[config.mk]
export PLATFORM = sky130hd
export DESIGN_NAME = slow_sched
export DESIGN_NICKNAME = d
export VERILOG_FILES = /design/src/rtl/slow_sched.sv
export SDC_FILE = /design/constraint.sdc
export NUM_CORES = 1
export LEC_CHECK = 0
export ABC_AREA = 1
export CAP_MARGIN = 10
export CORE_MARGIN = 10
export CORE_UTILIZATION = 39
export DETAILED_ROUTE_END_ITERATION = 8
export PLACE_DENSITY_LB_ADDON = 0.15
export SLEW_MARGIN = 5
export SYNTH_ARGS = -nofsm -noshare
export SYNTH_HDL_FRONTEND = slang
export SYNTH_SLANG_ARGS = --single-unit
[constraint.sdc]
create_clock -name CLK -period 1.2 [get_ports CLK]
set_input_delay 0.24 -clock CLK [delete_from_list [all_inputs] [get_ports CLK]]
set_output_delay 0.24 -clock CLK [all_outputs]
set_load 0.005 [all_outputs]
[src/rtl/slow_sched.sv]
// ---------------------------------------------------------------------------
// slow_sched
//
// Sequences the accelerator's drop to native-speed bus timing around
// accesses to slow peripherals.  A new bus cycle that selects a device whose
// slow-enable bit is set requests the slow clock from the clock-switch logic
// and stalls the bus cycle until the switch is acknowledged.  After the
// access, slow mode is held for SlowTimeout << HOLD_SHIFT timebase ticks so
// that back-to-back slow accesses do not bounce the clock.
//
// Ports
//   CLK            fast system clock, rising edge
//   nPOR           asynchronous active-low reset
//   BACT           bus cycle active
//   *CS            device selects (IACK, VIA, IWM, SCC, SCSI, sound write)
//   Slow*          per-device slow enables
//   SlowClockGate  permits fast-clock gating while slow
//   SlowTimeout    hold length in units of 2^HOLD_SHIFT ticks, 0 = no hold
//   TimeoutTick    one-CLK pulse from the free-running timebase
//   SlowAck        clock switch reports slow clock in effect
//   SlowReq        request slow clock
//   SlowWait       stall the current bus cycle (hold off DTACK)
//   SlowGate       gate the fast clock
//   HoldCnt        remaining hold ticks (debug)
// ---------------------------------------------------------------------------
module slow_sched #(
    parameter int HOLD_SHIFT = 4,
    parameter int CNTW       = 8
) (
    input  logic            CLK,
    input  logic            nPOR,
    input  logic            BACT,
    input  logic            IACKCS,
    input  logic            VIACS,
    input  logic            IWMCS,
    input  logic            SCCCS,
    input  logic            SCSICS,
    input  logic            SndCSWR,
    input  logic            SlowIACK,
    input  logic            SlowVIA,
    input  logic            SlowIWM,
    input  logic            SlowSCC,
    input  logic            SlowSCSI,
    input  logic            SlowSnd,
    input  logic            SlowClockGate,
    input  logic [3:0]      SlowTimeout,
    input  logic            TimeoutTick,
    input  logic            SlowAck,
    output logic            SlowReq,
    output logic            SlowWait,
    output logic            SlowGate,
    output logic [CNTW-1:0] HoldCnt
);

    if (CNTW != 4 + HOLD_SHIFT) begin : g_bad_cntw
        $error("slow_sched: CNTW must equal 4 + HOLD_SHIFT");
    end

    typedef enum logic [1:0] {
        ST_FAST   = 2'd0,
        ST_SYNC   = 2'd1,
        ST_ACCESS = 2'd2,
        ST_HOLD   = 2'd3
    } state_t;

    state_t            state_q, state_d;
    logic              bact_q;
    logic              hit_q;
    logic              hit_d;
    logic [CNTW-1:0]   hold_cnt_q, hold_cnt_d;
    logic              slow_req_q, slow_req_d;
    logic              slow_wait_q, slow_wait_d;
    logic              slow_gate_q, slow_gate_d;
    logic [CNTW-1:0]   hold_load;

    // Decode is taken on the first cycle of a bus cycle only and registered,
    // so the scheduler acts one edge later and ignores later enable changes.
    assign hit_d = BACT & ~bact_q &
                   ((IACKCS & SlowIACK) | (VIACS  & SlowVIA)  |
                    (IWMCS  & SlowIWM)  | (SCCCS  & SlowSCC)  |
                    (SCSICS & SlowSCSI) | (SndCSWR & SlowSnd));

    assign hold_load = {{(CNTW-4){1'b0}}, SlowTimeout} << HOLD_SHIFT;

    always_comb begin
        state_d    = state_q;
        hold_cnt_d = hold_cnt_q;
        unique case (state_q)
            ST_FAST: begin
                if (hit_q) begin
                    state_d = ST_SYNC;
                end
            end
            ST_SYNC: begin
                // BACT dropping here is left for ACCESS to notice.
                if (SlowAck) begin
                    state_d = ST_ACCESS;
                end
            end
            ST_ACCESS: begin
                if (!BACT) begin
                    if (SlowTimeout == 4'd0) begin
                        state_d    = ST_FAST;
                        hold_cnt_d = '0;
                    end else begin
                        state_d    = ST_HOLD;
                        hold_cnt_d = hold_load;
                    end
                end
            end
            ST_HOLD: begin
                // A new slow access takes priority over the final tick.
                if (hit_q) begin
                    state_d    = SlowAck ? ST_ACCESS : ST_SYNC;
                    hold_cnt_d = '0;
                end else if (TimeoutTick) begin
                    hold_cnt_d = hold_cnt_q - 1'b1;
                    if (hold_cnt_q == {{(CNTW-1){1'b0}}, 1'b1}) begin
                        state_d = ST_FAST;
                    end
                end
            end
            default: begin
                state_d    = ST_FAST;
                hold_cnt_d = '0;
            end
        endcase
    end

    // Outputs are registered copies of decodes of the next state.
    always_comb begin
        slow_req_d  = (state_d != ST_FAST);
        slow_wait_d = (state_d == ST_SYNC);
        slow_gate_d = SlowClockGate & SlowAck &
                      ((state_d == ST_ACCESS) | (state_d == ST_HOLD));
    end

    always_ff @(posedge CLK or negedge nPOR) begin
        if (!nPOR) begin
            state_q     <= ST_FAST;
            bact_q      <= 1'b0;
            hit_q       <= 1'b0;
            hold_cnt_q  <= '0;
            slow_req_q  <= 1'b0;
            slow_wait_q <= 1'b0;
            slow_gate_q <= 1'b0;
        end else begin
            state_q     <= state_d;
            bact_q      <= BACT;
            hit_q       <= hit_d;
            hold_cnt_q  <= hold_cnt_d;
            slow_req_q  <= slow_req_d;
            slow_wait_q <= slow_wait_d;
            slow_gate_q <= slow_gate_d;
        end
    end

    assign SlowReq  = slow_req_q;
    assign SlowWait = slow_wait_q;
    assign SlowGate = slow_gate_q;
    assign HoldCnt  = hold_cnt_q;

endmodule

Word level (Yosys, flattened, before mapping)
Index checks and enable logic that the tools add are counted.
{ "word_totals": {"in_bits": 22, "word_cells": 53, "regBits": 15} }
{ "op_classes": {"n_eq_ne": 9, "bitwise": 17, "mux": 14, "n_addsub": 1, "reduce_logical": 5} }
{ "op_table": {"columns": ["operator", "count"], "rows": [
  ["$mux W8", 4],
  ["$mux W2", 8],
  ["$pmux W8 S2", 1],
  ["$and A1 B1 Y1", 10],
  ["$eq A2 B2 Y1 const B", 4],
  ["$eq A8 B1 Y1 const B", 1],
  ["$pmux W2 S4", 1],
  ["$sub A8 B1 Y8 const B", 1],
  ["$or A1 B1 Y1", 6],
  ["$eq A2 B1 Y1 const B", 2],
  ["$logic_not A4 Y1", 1],
  ["$reduce_bool A2 Y1", 2],
  ["$ne A3 B3 Y1 const B", 1],
  ["$reduce_and A3 Y1", 1],
  ["$logic_not A2 Y1", 1],
  ["$ne A2 B2 Y1 const B", 1],
  ["$not A1 Y1", 1]
]} }

Longest topological paths before layout
{ "logic_depth": {"ltp_word": 8, "ltp_mapped": 11} }

Worst setup path before layout
Ideal clock, no wire load.
{ "synth_timing": {"path_type": "flip-flop to flip-flop", "start": "register hold_cnt_q[0] (netlist: HoldCnt[0])", "end": "register hold_cnt_q[6] (netlist: HoldCnt[6])", "arrival_ps": 1148, "slack_ps": -35, "setup_ps": 87, "path_buffers": 0, "path_stages_with_launch": 7, "path_cell_list": "dfrtp_1 > inv_1 > ha_1 > nand3_1 > o21ai_0 > nand3_1 > a22oi_1"} }
{ "synth_between": {"elab_chain_len": 4} }
{ "synth_lines": {"columns": ["item", "line", "rtl"], "rows": [
  ["from (decl)", "70", "logic [CNTW-1:0] hold_cnt_q, hold_cnt_d;"],
  ["from (signal assigned)", "151", "hold_cnt_q <= hold_cnt_d;"],
  ["$sub A8 B1 Y8", "117", "hold_cnt_d = hold_cnt_q - 1'b1;"],
  ["$mux W8", "116", "end else if (TimeoutTick) begin"],
  ["$mux W8", "113", "if (hit_q) begin"],
  ["$pmux W8 S2", "88", "unique case (state_q)"]
]} }
No other way between the ends. The select of a mux whose other input is x is not followed.
A chain may end at the register's enable or synchronous reset.

Worst setup path in the final report
{ "layout_timing": {"start": "register state_q[1]", "end": "register hold_cnt_q[6] (netlist: HoldCnt[6])"} }
{ "layout_between": {"elab_chain_len": 3} }
{ "layout_lines": {"columns": ["item", "line", "rtl"], "rows": [
  ["from (decl)", "66", "state_t state_q, state_d;"],
  ["from (signal assigned)", "148", "state_q <= state_d;"],
  ["$eq A2 B2 Y1", "88", null],
  ["$ne A3 B3 Y1 (no source line), or another cell as far along", null, null],
  ["$reduce_and A3 Y1 (no source line)", null, null]
]} }
Parallel ways exist; a longest one is shown, timed or not.

==> out/metrics.yaml <==
status: "finished, violations left"
violations: "setup timing"
numCtsBuffers: 3
routed_wirelength_um: 2930
power_mw: 4.07
power_density_nw_per_um2: 2410
fmax_mhz: 749
synth.lib_cells_used.distinct: 22
synthMuxAreaShare_pct: 0
tns_ns: -1.14
slowest_delay_ns: 0.43
yosysSeqAreaShare_pct: 42.3
synth-simple-area-share_pct: 34.1
reg2regPathDepth: 7
setup_violations: 13
syn_nets: 144
slew_headroom_pct: 84.2
gr-total-overflow: 0
grt_pass1_vias: 1107
p_leak_nw: 0.788
startpoint_type: "flop"
nNetsFinal: 213
ys_ff_latch: 15
yosysTopAreaCell: "dfrtp_1"
cp.arrival_ns: 1.52
htreeDepth: 1
dp_hpwl_um: 2020
slowest_stage: "dfrtp_1"
vias: 1059
placementRows: 17
rsz0062_at_grt: "yes"
fin_worst_skew_ns: 0.00165
syn_avg_cell_area_sq_um: 7.39
worstMarginPinSlew_ns: 0.236
antenna_cells: 0
portBuffers: 32
async_flop_share_pct: 100
area_growth_pct: 90.7
worst_slack_ns: -0.136
worstPathMaxFanout: 8
synthAdderAreaFrac_pct: 2.82
grt.total_usage_pct: 13.1
synthXorXnorAreaFrac_pct: 0
dpl_worst_slack_ns: -0.317
drt_iter0_drc: 64
avgViaCountPerCell: 4.90
die-area_sq_um: 4580
peakVddDrop_mv: 1.40
synth_top_family_by_area: "simple AND/OR/NAND/NOR gates"
clkLatencyLatePin_ns: 0.30
drv_cap: 0
crit_required_ns: 1.38
drcViolationCount: 0
yosys_most_used_dff: "dfrtp_1"
grt_pass1_wl_um: 4630
drive_above_1_share_pct: 45.2
synthCells: 120
holdCritPathClass: "primary input to asynchronous set/reset pin"
end_kind: "flop"
finalMaxSlewViolations: 0
crit_family: "flip-flops"
yosysMostFrequentCell: "nand2_1"
synthTopCellsByArea: "dfrtp_1, nand2_1, inv_1"
netlist_area_sq_um: 887
clk_path_buf_depth: 2
antenna_found_initial: 0
cp_cell_sequence: "inv_2 -> nor2_4 -> nand2_2 -> o21ai_4 -> clkinv_4 -> a21oi_1 -> a22oi_1"
cp_num_buf_inv: 2
path_clk_slew_ns: 0.10
yosys_warnings: 0
chipHeight_um: 67.7
initial_core_util_pct: 40.5
synth_top_area_share_pct: 42.3
wire_per_inst_um: 13.6
dpl.cell_count: 199
globalplace.congestion: 0.835
cts_tree: "built"
crit_type: "flop to flop"
instances_no_fill: 216
drtAntennaViolNets: 0
fp.coreArea_sq_um: 2190
synth_edf_count: 0
period_share_pct: 111
ios: 33
cts_root_buffer: "clkbuf_4"
cts.sinks: 15
grt_start_max_net_pins: 16
fin_crit_ns: 1.34
crit_cells: 7
fillers: 162
firstDrtPassIters: 4
synth_compound_area_share_pct: 12.8
die_x_um: 67.7
yosys-top-cells-count: "nand2_1, inv_1, dfrtp_1, nor2_1, nand3_1"
whs_ns: 0.243
finalHoldViolations: 0
-- worst register-to-register path, stage by stage, from the launching register on --
cell,delay [ns]
dfrtp_1,0.43
inv_2,0.09
nor2_4,0.13
nand2_2,0.08
o21ai_4,0.11
clkinv_4,0.16
a21oi_1,0.14
a22oi_1,0.09
-- layout make-up --
class                   count  area, sq um  share of cell area, %
flip-flops and latches     15          375                   22.2
clock buffers               3         22.5                   1.33
well taps                  28         35.0                   2.07
inverters                  18         82.6                   4.88
clock inverters             1         5.00                  0.296
multi-input cells          87          587                   34.7
repair buffers             64          584                   34.5
-- metrics by stage --
stage          utilization (%)  instance area [sq um]
2_1_floorplan                -                    890
3_3_place_gp              63.3                   1390
3_5_place_dp              63.3                   1390
4_1_cts                   73.7                   1620
5_1_grt                   77.2                   1690
6_report                  77.2                   1690
-- what timing repair did --
action / CTS / global route
pin swaps: 10 / 12
endpoints found under the setup margin: 24 / 23
hold buffers: 0 / 0
setup buffers: 12 / 1
resized for setup: 60 / 29
-- cells by family after synthesis --
| logic type | after synthesis |
|---|---|
| DFF | 15 |
| and+or+nand+nor | 67 |
| AOI/OAI and AO/OA | 18 |
| adders and majority gates | 2 |
| buffers and inverters | 18 |
-- path summary, 6_finish.rpt --
| path | start | slack, ns | end |
|---|---|---|---|
| worst max-delay path | state_q[1]$_DFF_PN0_ | -0.14 | HoldCnt[6]$_DFFE_PN0P_ |
| worst min-delay path | nPOR | 0.24 | HoldCnt[6]$_DFFE_PN0P_ |
| worst max register to register | state_q[1]$_DFF_PN0_ | -0.14 | HoldCnt[6]$_DFFE_PN0P_ |
| worst min register to register | bact_q$_DFF_PN0_ | 0.41 | hit_q$_DFF_PN0_ |
| max in group asynchronous | nPOR | 0.78 | bact_q$_DFF_PN0_ |
| min in group CLK | bact_q$_DFF_PN0_ | 0.41 | hit_q$_DFF_PN0_ |
-- layout by cell type (no fill, tap or decap), types with 5 or more instances in the layout --
master / Yosys / final
buf_6: 0 / 9
nand2_1: 30 / 22
dfrtp_1: 15 / 15
nor2_1: 15 / 9
nand2_2: 1 / 7
inv_2: 1 / 7
buf_4: 0 / 25
clkdlybuf4s15_1: 0 / 5
nand3_1: 11 / 7
inv_1: 16 / 7
a21oi_1: 8 / 5
clkdlybuf4s50_1: 0 / 21
-- layer usage --
layer / vias to the layer above / track usage, % / wire (um)
li1: 530 / - / -
met1: 493 / 12.5 / 1140
met2: 29 / 23.7 / 1480
met3: 7 / 5.29 / 245
met4: 0 / 6.67 / 70
met5: - / 0 / 0
-- registers in the layout, indices dropped and copies added, names as in the netlist --
signal    flops
SlowReq       1
SlowWait      1
HoldCnt       8
hit_q         1
state_q       2
bact_q        1
SlowGate      1
-- power breakdown --
| part | switching, mW | total [mW] | internal [mW] |
|---|---|---|---|
| Clock | 0.184 | 0.308 | 0.124 |
| Sequential | 0.139 | 0.849 | 0.711 |
| Combinational | 1.47 | 2.91 | 1.44 |
| Total | 1.79 | 4.07 | 2.28 |
No activity file was read; power rests on OpenSTA's default activity.
